## src/rtl/mem_arb_pkg.sv

```systemverilog
// Shared types and defaults for the fetch/data memory port arbiter.
package mem_arb_pkg;

  typedef enum logic [1:0] {
    IDLE = 2'd0,
    REQ  = 2'd1,
    RESP = 2'd2
  } state_e;

  typedef enum logic {
    OWN_IF = 1'b0,
    OWN_DM = 1'b1
  } owner_e;

  localparam int unsigned MAX_DATA_RUN_DEFAULT = 4;

endpackage

```

## src/rtl/mem_port_arbiter_if.sv

```systemverilog
// Single-port memory bus: req/gnt request phase, rvalid response phase.
interface mem_port_arbiter_if #(
  parameter int unsigned ADDR_W = 32,
  parameter int unsigned DATA_W = 32
);
  localparam int unsigned BE_W = DATA_W / 8;

  logic              mem_req;
  logic              mem_we;
  logic [ADDR_W-1:0] mem_addr;
  logic [DATA_W-1:0] mem_wdata;
  logic [BE_W-1:0]   mem_be;
  logic              mem_gnt;
  logic              mem_rvalid;
  logic [DATA_W-1:0] mem_rdata;

  modport master (
    output mem_req, mem_we, mem_addr, mem_wdata, mem_be,
    input  mem_gnt, mem_rvalid, mem_rdata
  );

  modport slave (
    input  mem_req, mem_we, mem_addr, mem_wdata, mem_be,
    output mem_gnt, mem_rvalid, mem_rdata
  );

endinterface

```

## src/rtl/mem_port_arbiter.sv

```systemverilog
// Arbitrates one unified memory port between fetch and M1 data accesses,
// one transaction outstanding, data priority with bounded fetch starvation.
module mem_port_arbiter
  import mem_arb_pkg::*;
#(
  parameter int unsigned ADDR_W       = 32,
  parameter int unsigned DATA_W       = 32,
  parameter int unsigned MAX_DATA_RUN = MAX_DATA_RUN_DEFAULT
) (
  input  logic                clk,
  input  logic                rst,

  input  logic                if_req_f,
  input  logic [ADDR_W-1:0]   if_addr_f,
  input  logic                flush_f,
  output logic [DATA_W-1:0]   if_rdata_f,
  output logic                if_valid_f,
  output logic                stall_f,

  input  logic                dm_req_m1,
  input  logic                dm_we_m1,
  input  logic [ADDR_W-1:0]   dm_addr_m1,
  input  logic [DATA_W-1:0]   dm_wdata_m1,
  input  logic [DATA_W/8-1:0] dm_be_m1,
  output logic [DATA_W-1:0]   dm_rdata_m1,
  output logic                dm_valid_m1,
  output logic                stall_m1,

  mem_port_arbiter_if.master  mem
);

  localparam int unsigned BE_W  = DATA_W / 8;
  localparam int unsigned CNT_W = $clog2(MAX_DATA_RUN + 1);

  state_e            state_q, state_d;
  owner_e            owner_q, owner_d;
  logic              drop_q, drop_d;
  logic [CNT_W-1:0]  run_cnt_q, run_cnt_d;
  logic              we_q, we_d;
  logic [ADDR_W-1:0] addr_q, addr_d;
  logic [DATA_W-1:0] wdata_q, wdata_d;
  logic [BE_W-1:0]   be_q, be_d;

  logic fetch_elig;
  logic run_at_max;
  logic done;

  assign fetch_elig = if_req_f & ~flush_f;
  assign run_at_max = (run_cnt_q == CNT_W'(MAX_DATA_RUN));
  assign done       = (state_q == RESP) & mem.mem_rvalid;

  always_ff @(posedge clk) begin
    if (rst) begin
      state_q   <= IDLE;
      owner_q   <= OWN_IF;
      drop_q    <= 1'b0;
      run_cnt_q <= '0;
      we_q      <= 1'b0;
      addr_q    <= '0;
      wdata_q   <= '0;
      be_q      <= '0;
    end else begin
      state_q   <= state_d;
      owner_q   <= owner_d;
      drop_q    <= drop_d;
      run_cnt_q <= run_cnt_d;
      we_q      <= we_d;
      addr_q    <= addr_d;
      wdata_q   <= wdata_d;
      be_q      <= be_d;
    end
  end

  always_comb begin
    state_d   = state_q;
    owner_d   = owner_q;
    drop_d    = drop_q;
    run_cnt_d = run_cnt_q;
    we_d      = we_q;
    addr_d    = addr_q;
    wdata_d   = wdata_q;
    be_d      = be_q;

    unique case (state_q)
      IDLE: begin
        drop_d = 1'b0;
        // Data wins unless fetch has waited out a full run of contended grants.
        if (dm_req_m1 && !(fetch_elig && run_at_max)) begin
          state_d   = REQ;
          owner_d   = OWN_DM;
          we_d      = dm_we_m1;
          addr_d    = dm_addr_m1;
          wdata_d   = dm_wdata_m1;
          be_d      = dm_be_m1;
          run_cnt_d = fetch_elig ? run_cnt_q + CNT_W'(1) : '0;
        end else if (fetch_elig) begin
          state_d   = REQ;
          owner_d   = OWN_IF;
          we_d      = 1'b0;
          addr_d    = if_addr_f;
          wdata_d   = '0;
          be_d      = '1;
          run_cnt_d = '0;
        end
      end
      REQ: begin
        if (owner_q == OWN_IF && flush_f) drop_d = 1'b1;
        if (mem.mem_gnt) state_d = RESP;
      end
      RESP: begin
        if (owner_q == OWN_IF && flush_f) drop_d = 1'b1;
        if (mem.mem_rvalid) begin
          state_d = IDLE;
          drop_d  = 1'b0;
        end
      end
      default: state_d = IDLE;
    endcase
  end

  assign mem.mem_req   = (state_q == REQ);
  assign mem.mem_we    = we_q;
  assign mem.mem_addr  = addr_q;
  assign mem.mem_wdata = wdata_q;
  assign mem.mem_be    = be_q;

  assign dm_valid_m1 = done & (owner_q == OWN_DM);
  assign if_valid_f  = done & (owner_q == OWN_IF) & ~drop_q;
  assign dm_rdata_m1 = mem.mem_rdata;
  assign if_rdata_f  = mem.mem_rdata;

  assign stall_m1 = dm_req_m1 & ~dm_valid_m1;
  assign stall_f  = if_req_f & ~if_valid_f;

endmodule

```

## src/flat_wrapper.sv

```systemverilog
// flat-port wrapper written by rule: the top's interface ports become plain ports
module mem_port_arbiter_flat import mem_arb_pkg::*;
#(
  parameter int unsigned ADDR_W       = 32,
  parameter int unsigned DATA_W       = 32,
  parameter int unsigned MAX_DATA_RUN = MAX_DATA_RUN_DEFAULT
)
  (clk, rst, if_req_f, if_addr_f, flush_f, if_rdata_f, if_valid_f, stall_f, dm_req_m1, dm_we_m1, dm_addr_m1, dm_wdata_m1, dm_be_m1, dm_rdata_m1, dm_valid_m1, stall_m1, mem_mem_req, mem_mem_we, mem_mem_addr, mem_mem_wdata, mem_mem_be, mem_mem_gnt, mem_mem_rvalid, mem_mem_rdata);
  mem_port_arbiter_if #(.ADDR_W(ADDR_W), .DATA_W(DATA_W)) mem_i ();
  input  logic clk;
  input  logic rst;
  input  logic if_req_f;
  input  logic [ADDR_W-1:0] if_addr_f;
  input  logic flush_f;
  output logic [DATA_W-1:0] if_rdata_f;
  output logic if_valid_f;
  output logic stall_f;
  input  logic dm_req_m1;
  input  logic dm_we_m1;
  input  logic [ADDR_W-1:0] dm_addr_m1;
  input  logic [DATA_W-1:0] dm_wdata_m1;
  input  logic [DATA_W/8-1:0] dm_be_m1;
  output logic [DATA_W-1:0] dm_rdata_m1;
  output logic dm_valid_m1;
  output logic stall_m1;
  output wire logic [$bits(mem_i.mem_req)-1:0] mem_mem_req;
  output wire logic [$bits(mem_i.mem_we)-1:0] mem_mem_we;
  output wire logic [$bits(mem_i.mem_addr)-1:0] mem_mem_addr;
  output wire logic [$bits(mem_i.mem_wdata)-1:0] mem_mem_wdata;
  output wire logic [$bits(mem_i.mem_be)-1:0] mem_mem_be;
  input wire logic [$bits(mem_i.mem_gnt)-1:0] mem_mem_gnt;
  input wire logic [$bits(mem_i.mem_rvalid)-1:0] mem_mem_rvalid;
  input wire logic [$bits(mem_i.mem_rdata)-1:0] mem_mem_rdata;
  assign mem_mem_req = mem_i.mem_req;
  assign mem_mem_we = mem_i.mem_we;
  assign mem_mem_addr = mem_i.mem_addr;
  assign mem_mem_wdata = mem_i.mem_wdata;
  assign mem_mem_be = mem_i.mem_be;
  assign mem_i.mem_gnt = mem_mem_gnt;
  assign mem_i.mem_rvalid = mem_mem_rvalid;
  assign mem_i.mem_rdata = mem_mem_rdata;
  mem_port_arbiter #(.ADDR_W(ADDR_W), .DATA_W(DATA_W), .MAX_DATA_RUN(MAX_DATA_RUN)) u_core (.clk(clk), .rst(rst), .if_req_f(if_req_f), .if_addr_f(if_addr_f), .flush_f(flush_f), .if_rdata_f(if_rdata_f), .if_valid_f(if_valid_f), .stall_f(stall_f), .dm_req_m1(dm_req_m1), .dm_we_m1(dm_we_m1), .dm_addr_m1(dm_addr_m1), .dm_wdata_m1(dm_wdata_m1), .dm_be_m1(dm_be_m1), .dm_rdata_m1(dm_rdata_m1), .dm_valid_m1(dm_valid_m1), .stall_m1(stall_m1), .mem(mem_i));
endmodule
```

## config.mk

```make
export PLATFORM = sky130hd
export DESIGN_NAME = mem_port_arbiter_flat
export DESIGN_NICKNAME = d
export VERILOG_FILES = /design/src/rtl/mem_arb_pkg.sv /design/src/rtl/mem_port_arbiter_if.sv /design/src/rtl/mem_port_arbiter.sv /design/src/flat_wrapper.sv
export SDC_FILE = /design/constraint.sdc
export NUM_CORES = 1
export LEC_CHECK = 0
export BUFFER_PORTS_ARGS = -buffer_cell sky130_fd_sc_hd__buf_2
export CAP_MARGIN = 25
export CORE_MARGIN = 10
export CORE_UTILIZATION = 40
export CTS_CLUSTER_SIZE = 16
export DETAILED_ROUTE_END_ITERATION = 10
export GPL_ROUTABILITY_DRIVEN = 0
export PLACE_DENSITY = 0.86
export SKIP_LAST_GASP = 1
export SLEW_MARGIN = 25
export SYNTH_ARGS = -nofsm -noshare
export SYNTH_HDL_FRONTEND = slang
export SYNTH_SLANG_ARGS = --single-unit
```

## constraint.sdc

```tcl
create_clock -name clk -period 1.95 [get_ports clk]
set_input_delay 0.0975 -clock clk [delete_from_list [all_inputs] [get_ports clk]]
set_output_delay 0.0975 -clock clk [all_outputs]
set_load 0.01 [all_outputs]
```

==> results of run 1 <==
==> layout make-up <==
cell class | count | area share, %
inverters | 7 | 0.524
clock inverters | 7 | 1.15
repair buffers | 233 | 29.6
diodes | 1 | 0.0500
clock buffers | 9 | 2.47
flip-flops and latches | 76 | 30.4
well taps | 129 | 3.22
multi-input cells | 250 | 32.6
==> tightest hold or removal path, cell delays in order <==
cell      delay [ns]
buf_2           0.10
nand2_1         0.06
a211oi_2        0.05
==> final timing paths <==
kind / cells past startpoint / slack (ns) / endpoint
max: 7 / 0.21 / u_core.mem.mem_addr[22]
min: 3 / 0.02 / u_core.mem.mem_addr[17]
max reg2reg: 7 / 0.21 / u_core.mem.mem_addr[22]
min reg2reg: 2 / 0.50 / u_core.mem.mem_wdata[26]
==> per-stage QoR <==
step                instances  worst slack (ns)  cell area (µm²)  util (%)  hold slack [ns]
floorplan                 427             0.454             3840         -            0.239
CTS                       711             0.180             5010      53.9         0.000194
detailed placement        650             0.215             4380      47.1            0.195
global route              712            0.0681             5010      54.0           0.0100
finish                    712             0.209             5010      54.0           0.0248
global placement          650             0.375             4380      47.1            0.195
==> layer usage <==
| metal | up-vias | GRT usage, % | part of all wire (%) |
|---|---|---|---|
| met5 | - | 1.10 | 0 |
| met4 | 0 | 6.57 | 2.3 |
| met3 | 26 | 8.68 | 10 |
| met2 | 235 | 32.7 | 52 |
| met1 | 1656 | 17.3 | 35 |
| li1 | 1698 | - | - |
==> power by group <==
part	switching, µW	internal, µW	leakage (µW)
registers	135	1790	0.000626
logic	916	721	0.00158
clock network	652	483	0.0000886
==> layout by cell type (no fill, tap or decap), types with 5 or more instances in the layout <==
cell type and instances:
a211oi_1 9, a211oi_2 26, a21oi_1 12, a21oi_2 26, a22oi_1 33, buf_12 6
buf_2 181, clkbuf_8 9, dfxtp_1 76, dlygate4sd3_1 45, ha_1 7, inv_1 7
nand2_1 36, nor2_1 76, o22ai_1 5
==> kinds of logic (layout without fill, tap and decap cells) <==
group / count (synthesis) / count (layout)
AND/OR/NAND/NOR: 125 / 125
flip-flops: 76 / 76
adder cells (fa/ha/maj): 7 / 7
multiplexers: 1 / 1
AO/OA/AOI/OAI: 117 / 117
buffers and inverters: 101 / 256
other: 0 / 1
==> sequential cells by signal (all words and copies together), names as in the netlist <==
register and count:
u_core.mem.mem_addr 32, u_core.drop_q 1, u_core.mem.mem_wdata 32, u_core.mem.mem_we 1
u_core.mem.mem_be 4, u_core.state_q 2, u_core.run_cnt_q 3, u_core.owner_q 1
==> timing repair <==
action | CTS | global route
endpoints found under the setup margin | 0 | 0
endpoints found under the hold margin | 45 | 0
hold buffers | 45 | 0
gates resized for setup | 0 | 0
setup buffers | 0 | 0
==> metrics, run 1 <==
relative slew slack 73.7%; worst-path cell chain inv_1 -> ha_1 -> nand4b_1 -> and2_2 -> buf_12 -> a21oi_1 -> a211oi_1; Mapped Avg Cell Area 9.00 µm²; site row count 35; Startpoint Class register; Async S/R FF share, synth 0%; status complete, no violations; Cells after Synth approximately 430; Worst Setup Path Type register to register; worst path required time ~2.2 ns; die width about 120 µm; Synth Area in Compound Gates a little over a quarter; setup TNS 0 ns; global route overflow 0; Post-Syn Area 3840 µm²; Worst-path clk slew approximately 0.09 ns; io pins between 200 and 300; P_leak 0.00230 µW; Detail Placement HPWL roughly 9400 µm; Setup crit start u_core.run_cnt_q[0]; Routed Antenna Nets 0; Worst-Margin Slew around 0.38 ns; Yosys cell types 30; Clk Latency, worst-skew pair 0.34 ns; Synth area leader dfxtp_1; Pre-antenna DRT Iters 5; final WL between 10000 and 15000 µm; via count between 3000 and 4000; mux cell area share after synthesis less than 1%; Worst R2R Start u_core.run_cnt_q[0]; EDFF count, synth 0; Die Area roughly 14000 µm²; FILL cells 828; Initial DRC Count between 200 and 250; # clock sinks 76; largest net degree at the start of global routing 77; cts bufs inserted 9; Seq/Total Area, Yosys slightly below 40%; first-pass GRT wire length approximately 21000 µm; Root Buffer clkbuf_8; Critical Path Max Stage Delay between 0.3 and 0.4 ns; FMAX between 500 and 600 MHz; final setup violating endpoints 0; Total GRT Usage between 10% and 20%; Total Power between 4000 and 5000 µW; top cells by count, synth dfxtp_1, nor2_1, buf_4; area of the multi-input gates 1630 µm²; area delta synth->final 30.3%; post-synthesis simple-gate area fraction a little over an eighth; Hold Path Class input pin to register; maximum vdd drop 456 µV; CP Capture Type register; slowest CP cell dfxtp_1; layout cells sized above 1 between 40% and 50%; clk buf depth 2; clk_skew between 0.01 and 0.015 ns; Synth Area in XOR/XNOR 0%; Post-Synth Adder-Cell Area about 2.3%; Via density between 5 and 6; power density over the cells 937 nW/µm²; Synth Warn # 0; Pins Over Slew Limit 0; CP arrival just under 2 ns; Synth Register Bits 76; hold_sp if_addr_f[17]; fin nets just over 700; top cells by area, synth dfxtp_1, buf_4, a211oi_2; Initial Util 41.4%; IO Port Bufs approximately 180; Max Cap Viol 0; number of global-route vias before repair between 3000 and 4000; Die Ht 118 µm; Synth top area share around two fifths; minimum clock period 1.74 ns; CP max FO 32; initial antenna violation count 1; largest family of logic cells by synthesized area compound AO/OA/AOI/OAI gates; period utilization a little under 90%; H-tree lvl count 3; CTS tree yes; RSZ-0062 raised after global routing no; FF/Latch Area approximately 1500 µm²; Buf/Inv on CP 2; syn_nets 574; final hold violation count 0; top_reg_cell synth dfxtp_1; Core Region roughly 9300 µm²; DRC viols 0; CP top delay family compound AO/OA/AOI/OAI gates; Routed WL per cell between 15 and 20 µm
Note: power is estimated with default switching activity, not from simulation.
==> run 2: changes to the inputs <==
ABC_AREA = 1   (was default)
PLACE_DENSITY = 0.84   (was 0.86)
TNS_END_PERCENT = 10   (was default)
==> metrics, run 2 <==
worst path required time 2.18 ns (was 2.19 ns); most frequent cells in the layout buf_2, nand2_1, inv_1 (was buf_2, nor2_1, dfxtp_1); fin nets 832 (was 724); initial antenna violation count 0 (was 1); Pins Over Slew Limit 0 (unchanged); Die Area 14700 µm² (was 13900 µm²); P_leak 0.00257 µW (was 0.00230 µW); RSZ-0062 raised after global routing no (unchanged); Hold Path Class input pin to register (unchanged); cts repair resizes 0 (unchanged); clk buf depth 2 (unchanged); pre-CTS setup slack 0.291 ns (was 0.215 ns); Core Region 9910 µm² (was 9280 µm²); Async S/R FF share, synth 0% (unchanged); ANT cells 0 (was 1); maximum vdd drop 528 µV (was 456 µV); Routed Antenna Nets 0 (unchanged); FILL cells 1023 (was 828); minimum clock period 1.68 ns (was 1.74 ns); io pins 278 (unchanged); site row count 36 (was 35); CTS tree yes (unchanged); switching share of power 38.4% (was 36.3%); Initial DRC Count 326 (was 216); Pre-antenna DRT Iters 4 (was 5); H-tree lvl count 3 (unchanged); via count 4008 (was 3615); Clk Latency, worst-skew pair 0.34 ns (about the same); relative slew slack 57.6% (was 73.7%); final WL 12700 µm (was 13300 µm); cell-internal power 3600 µW (was 2990 µW); final setup violating endpoints 0 (unchanged); global route overflow 0 (unchanged); FMAX 597 MHz (was 574 MHz); CP Capture Type register (unchanged); final setup margin 0.274 ns (was 0.209 ns); # clock sinks 76 (unchanged); power density over the cells 1210 nW/µm² (was 937 nW/µm²); Synth Warn # 0 (unchanged); cts bufs inserted 9 (unchanged); Post-Syn Area 4110 µm² (was 3840 µm²); layout cells sized above 1 31.0% (was 44.8%); IO Port Bufs 181 (unchanged); total net switching power 2240 µW (was 1700 µW); top_reg_cell synth dfxtp_1 (unchanged); Seq/Total Area, Yosys 37.0% (was 39.6%); Synth area leader dfxtp_1 (unchanged); clk_skew 0.00869 ns (was 0.0143 ns); top cells by area, synth dfxtp_1, buf_4, nand2_1 (was dfxtp_1, buf_4, a211oi_2); # hold bufs at CTS 4 (was 45); CP max FO 20 (was 32); DRC viols 0 (unchanged); EDFF count, synth 0 (unchanged); Synth top area share 37.0% (was 39.6%); Max Cap Viol 0 (unchanged); syn_nets 730 (was 574); Synth Register Bits 76 (unchanged); top cells by count, synth nand2_1, inv_1, dfxtp_1 (was dfxtp_1, nor2_1, buf_4); Via density 4.87 (was 5.08); die width 121 µm (was 118 µm); period utilization 86.0% (was 89.3%); Die Ht 121 µm (was 118 µm); largest net degree at the start of global routing 52 (was 77); final hold violation count 0 (unchanged); fin area 4830 µm² (was 5010 µm²); Comb power frac 40.9% (was 34.9%); Cells after Synth 583 (was 427); number of global-route vias before repair 3962 (was 3852); Initial Util 41.5% (was 41.4%); Root Buffer clkbuf_8 (unchanged); Mapped Avg Cell Area 7.06 µm² (was 9.00 µm²); Reg2Reg Setup Slack 0.27 ns (was 0.21 ns); Placed Area 4570 µm² (was 4380 µm²); count leader, synth nand2_1; area delta synth->final 17.4% (was 30.3%); CP arrival 1.91 ns (was 1.98 ns); status complete, no violations (unchanged); Detail Placement HPWL 9290 µm (was 9440 µm); Startpoint Class register (unchanged); Worst Setup Path Type register to register (unchanged); first-pass GRT wire length 19700 µm (was 20800 µm); Routed WL per cell 15.4 µm (was 18.7 µm); Yosys cell types 20 (was 30); setup TNS 0 ns (unchanged); commonest non-fill, non-tap cell in the layout buf_2 (unchanged); Clock power frac 22.3% (was 24.2%); Total GRT Usage 16.3% (was 18.1%); Worst-Margin Slew 0.634 ns (was 0.384 ns); Worst-path clk slew 0.08 ns (was 0.09 ns); total setup buffers inserted after CTS 0 (unchanged); sequential share of power 36.8% (was 40.9%)
run 2: cell count changes in the layout (fill, tap and decap cells not counted), sizes merged, moves of 35 or more:
cell	previous run	this run
nand2	36	111
nor2	76	22
dlygate4sd3	45	4
inv	11	80
nand3	1	67
a211oi	35	0
run 2: final timing paths:
path | startpoint | to | depth (start not counted)
max reg2reg | u_core.run_cnt_q[0] | u_core.mem.mem_be[2] | 9
min reg2reg | u_core.mem.mem_wdata[24] | u_core.mem.mem_wdata[24] | 2
min | dm_wdata_m1[0] | u_core.mem.mem_wdata[0] | 3
max | u_core.run_cnt_q[0] | u_core.mem.mem_be[2] | 9
run 2: through the flow:
step	total power (µW)	hold slack, ns	std cells	utilization (%)
global placement	4550	0.195	803	46.1
floorplan	3890	0.232	583	-
CTS	5930	0.00154	823	48.7
global route	6320	0.00789	823	48.7
detailed placement	4590	0.195	803	46.1
finish	5840	0.0299	823	48.7
run 2: metal layers:
metal  routed length (µm)  part of all wire [%]  track usage, %
met1                 5020                    40            18.1
met2                 5610                    44            25.7
met3                 1760                    14            8.05
met4                  278                   2.2            7.45
met5                    0                     0               0
run 2: worst max-delay path, stage by stage, from the launching register on:
cell	delay, ns
dfxtp_1	0.34
inv_1	0.07
ha_1	0.19
nand2_1	0.08
inv_1	0.05
nand2_2	0.08
buf_4	0.25
nand3_1	0.26
nor2_1	0.19
nor2_1	0.07
run 2: cell families (layout without fill, tap and decap cells):
family	Yosys count	after routing	synth area share [%]
XOR/XNOR	1	1	0.213
buffers and inverters	185	292	25.0
AND/OR/NAND/NOR	236	236	26.0
AO/OA/AOI/OAI	78	78	9.64
adder cells (fa/ha/maj)	7	7	2.13
flip-flops	76	76	37.0
run 2: power groups by stage:
| stage | registers [µW] | logic, µW | clock network, µW |
|---|---|---|---|
| finish | 2150 | 2390 | 1300 |
| global route | 2200 | 2710 | 1410 |
| global placement | 2160 | 2390 | 0 |
| floorplan | 2340 | 1550 | 0 |
| detailed placement | 2180 | 2410 | 0 |
| CTS | 2150 | 2420 | 1360 |
run 2: area by class of cell:
cell class	count	area (µm²)	share of cell area (%)
well taps	133	166	3.45
clock buffers	10	128	2.64
repair buffers	196	1050	21.8
multi-input cells	322	1570	32.5
inverters	80	300	6.22
flip-flops and latches	76	1520	31.5
clock inverters	6	88.8	1.84
==> run 3: changes to the inputs <==
CORE_ASPECT_RATIO = 0.8   (was default)
PLACE_DENSITY = 0.85   (was 0.84)
==> metrics, run 3 (same netlist as run 2, synthesis figures left out) <==
final setup violating endpoints 0 (unchanged); status complete, no violations (unchanged); Die Ht 111 µm (was 121 µm); Total Power 6260 µW (was 5840 µW); Routed WL per cell 14.6 µm (was 15.4 µm); FMAX 606 MHz (was 597 MHz); Root Buffer clkbuf_16 (was clkbuf_8); CP max FO 32 (was 20); fin nets 829 (was 832); RSZ-0062 raised after global routing no (unchanged); maximum vdd drop 570 µV (was 528 µV); cts repair resizes 0 (unchanged); minimum clock period 1.65 ns (was 1.68 ns); total setup buffers inserted after CTS 0 (unchanged); setup TNS 0 ns (unchanged); H-tree lvl count 3 (unchanged); Startpoint Class register (unchanged); Initial DRC Count 211 (was 326); relative slew slack 59.0% (was 57.6%); die width 133 µm (was 121 µm); CP Capture Type register (unchanged); cts bufs inserted 9 (unchanged); Worst-path clk slew 0.06 ns (was 0.08 ns); global route overflow 0 (unchanged); Core Region 10200 µm² (was 9910 µm²); Pins Over Slew Limit 0 (unchanged); largest net degree at the start of global routing 51 (was 52); number of global-route vias before repair 3776 (was 3962); power density over the cells 1270 nW/µm² (was 1210 nW/µm²); fin area 4940 µm² (was 4830 µm²); Die Area 14800 µm² (was 14700 µm²); Detail Placement HPWL 8970 µm (was 9290 µm); via count 3897 (was 4008); Placed Area 4600 µm² (was 4570 µm²); IO Port Bufs 181 (unchanged); area delta synth->final 20.0% (was 17.4%); DRC viols 0 (unchanged); Max Cap Viol 0 (unchanged); first-pass GRT wire length 19300 µm (was 19700 µm); Via density 4.71 (was 4.87); # hold bufs at CTS 2 (was 4); site row count 33 (was 36); Routed Antenna Nets 0 (unchanged); final hold violation count 0 (unchanged); Clk Latency, worst-skew pair 0.33 ns (was 0.34 ns); initial antenna violation count 1 (was 0); io pins 278 (unchanged); Worst Setup Path Type register to register (unchanged); commonest non-fill, non-tap cell in the layout buf_2 (unchanged); worst path required time 2.17 ns (was 2.18 ns); final WL 12100 µm (was 12700 µm); Pre-antenna DRT Iters 5 (was 4); Initial Util 40.5% (was 41.5%); clk buf depth 2 (unchanged); Worst-Margin Slew 0.613 ns (was 0.634 ns); Setup crit start u_core.run_cnt_q[0] (unchanged); hold_sp dm_be_m1[2] (was dm_wdata_m1[0]); clk_skew 0.00931 ns (was 0.00869 ns); # clock sinks 76 (unchanged); most frequent cells in the layout buf_2, nand2_1, inv_1 (unchanged); CP arrival 1.87 ns (was 1.91 ns); P_leak 0.00262 µW (was 0.00257 µW); hold_ws 0.0193 ns (was 0.0299 ns); Total GRT Usage 15.6% (was 16.3%); layout cells sized above 1 31.0% (about the same); period utilization 84.6% (was 86.0%); FILL cells 1044 (was 1023); Worst R2R Start u_core.run_cnt_q[0] (unchanged); Hold Path Class input pin to register (unchanged); CTS tree yes (unchanged)
==> run 3: routing by layer <==
layer / up-vias / wire length (µm) / track usage (%) / part of all wire (%)
met1: 1693 / 5050 / 18.1 / 42
li1: 1994 / - / - / -
met4: 0 / 117 / 4.06 / 0.97
met2: 193 / 5380 / 23.7 / 45
met5: - / 0 / 0 / 0
met3: 17 / 1530 / 9.38 / 13
==> run 3: layout make-up <==
type	count	area (µm²)	area share (%)
multi-input combinational	322	1570	31.8
clock inverter	6	87.6	1.77
antenna	1	2.50	0.0507
tap	140	175	3.55
sequential	76	1520	30.8
timing repair buffer	193	1050	21.3
clock buffer	10	229	4.64
inverter	80	300	6.08
==> run 3: where the power goes <==
| group | leakage (µW) | internal (µW) | switching [µW] |
|---|---|---|---|
| logic | 0.00184 | 921 | 1440 |
| registers | 0.000626 | 1950 | 186 |
| clock network | 0.000157 | 1120 | 640 |
==> run 3: worst paths after layout <==
| check | to | slack (ns) | cells after the start |
|---|---|---|---|
| worst max register to register | u_core.mem.mem_addr[31] | 0.30 | 10 |
| worst min-delay path | u_core.mem.mem_be[2] | 0.02 | 3 |
| worst max-delay path | u_core.mem.mem_addr[31] | 0.30 | 10 |
| worst min register to register | u_core.mem.mem_wdata[17] | 0.46 | 2 |
==> run 3: critical path, stage by stage (launching register included) <==
cell	delay [ns]
dfxtp_1	0.33
inv_1	0.06
ha_1	0.19
nand2_1	0.08
inv_1	0.05
nand2_2	0.10
nand2_2	0.37
nand2_1	0.17
nand3_1	0.09
nand2_1	0.07
inv_1	0.03
==> run 3: per-stage QoR <==
step	std cells	setup WS, ns	util (%)
2_1_floorplan	583	0.613	-
3_3_place_gp	809	0.317	45.3
3_5_place_dp	809	0.274	45.3
4_1_cts	827	0.270	48.6
5_1_grt	827	0.111	48.6
6_report	828	0.299	48.6
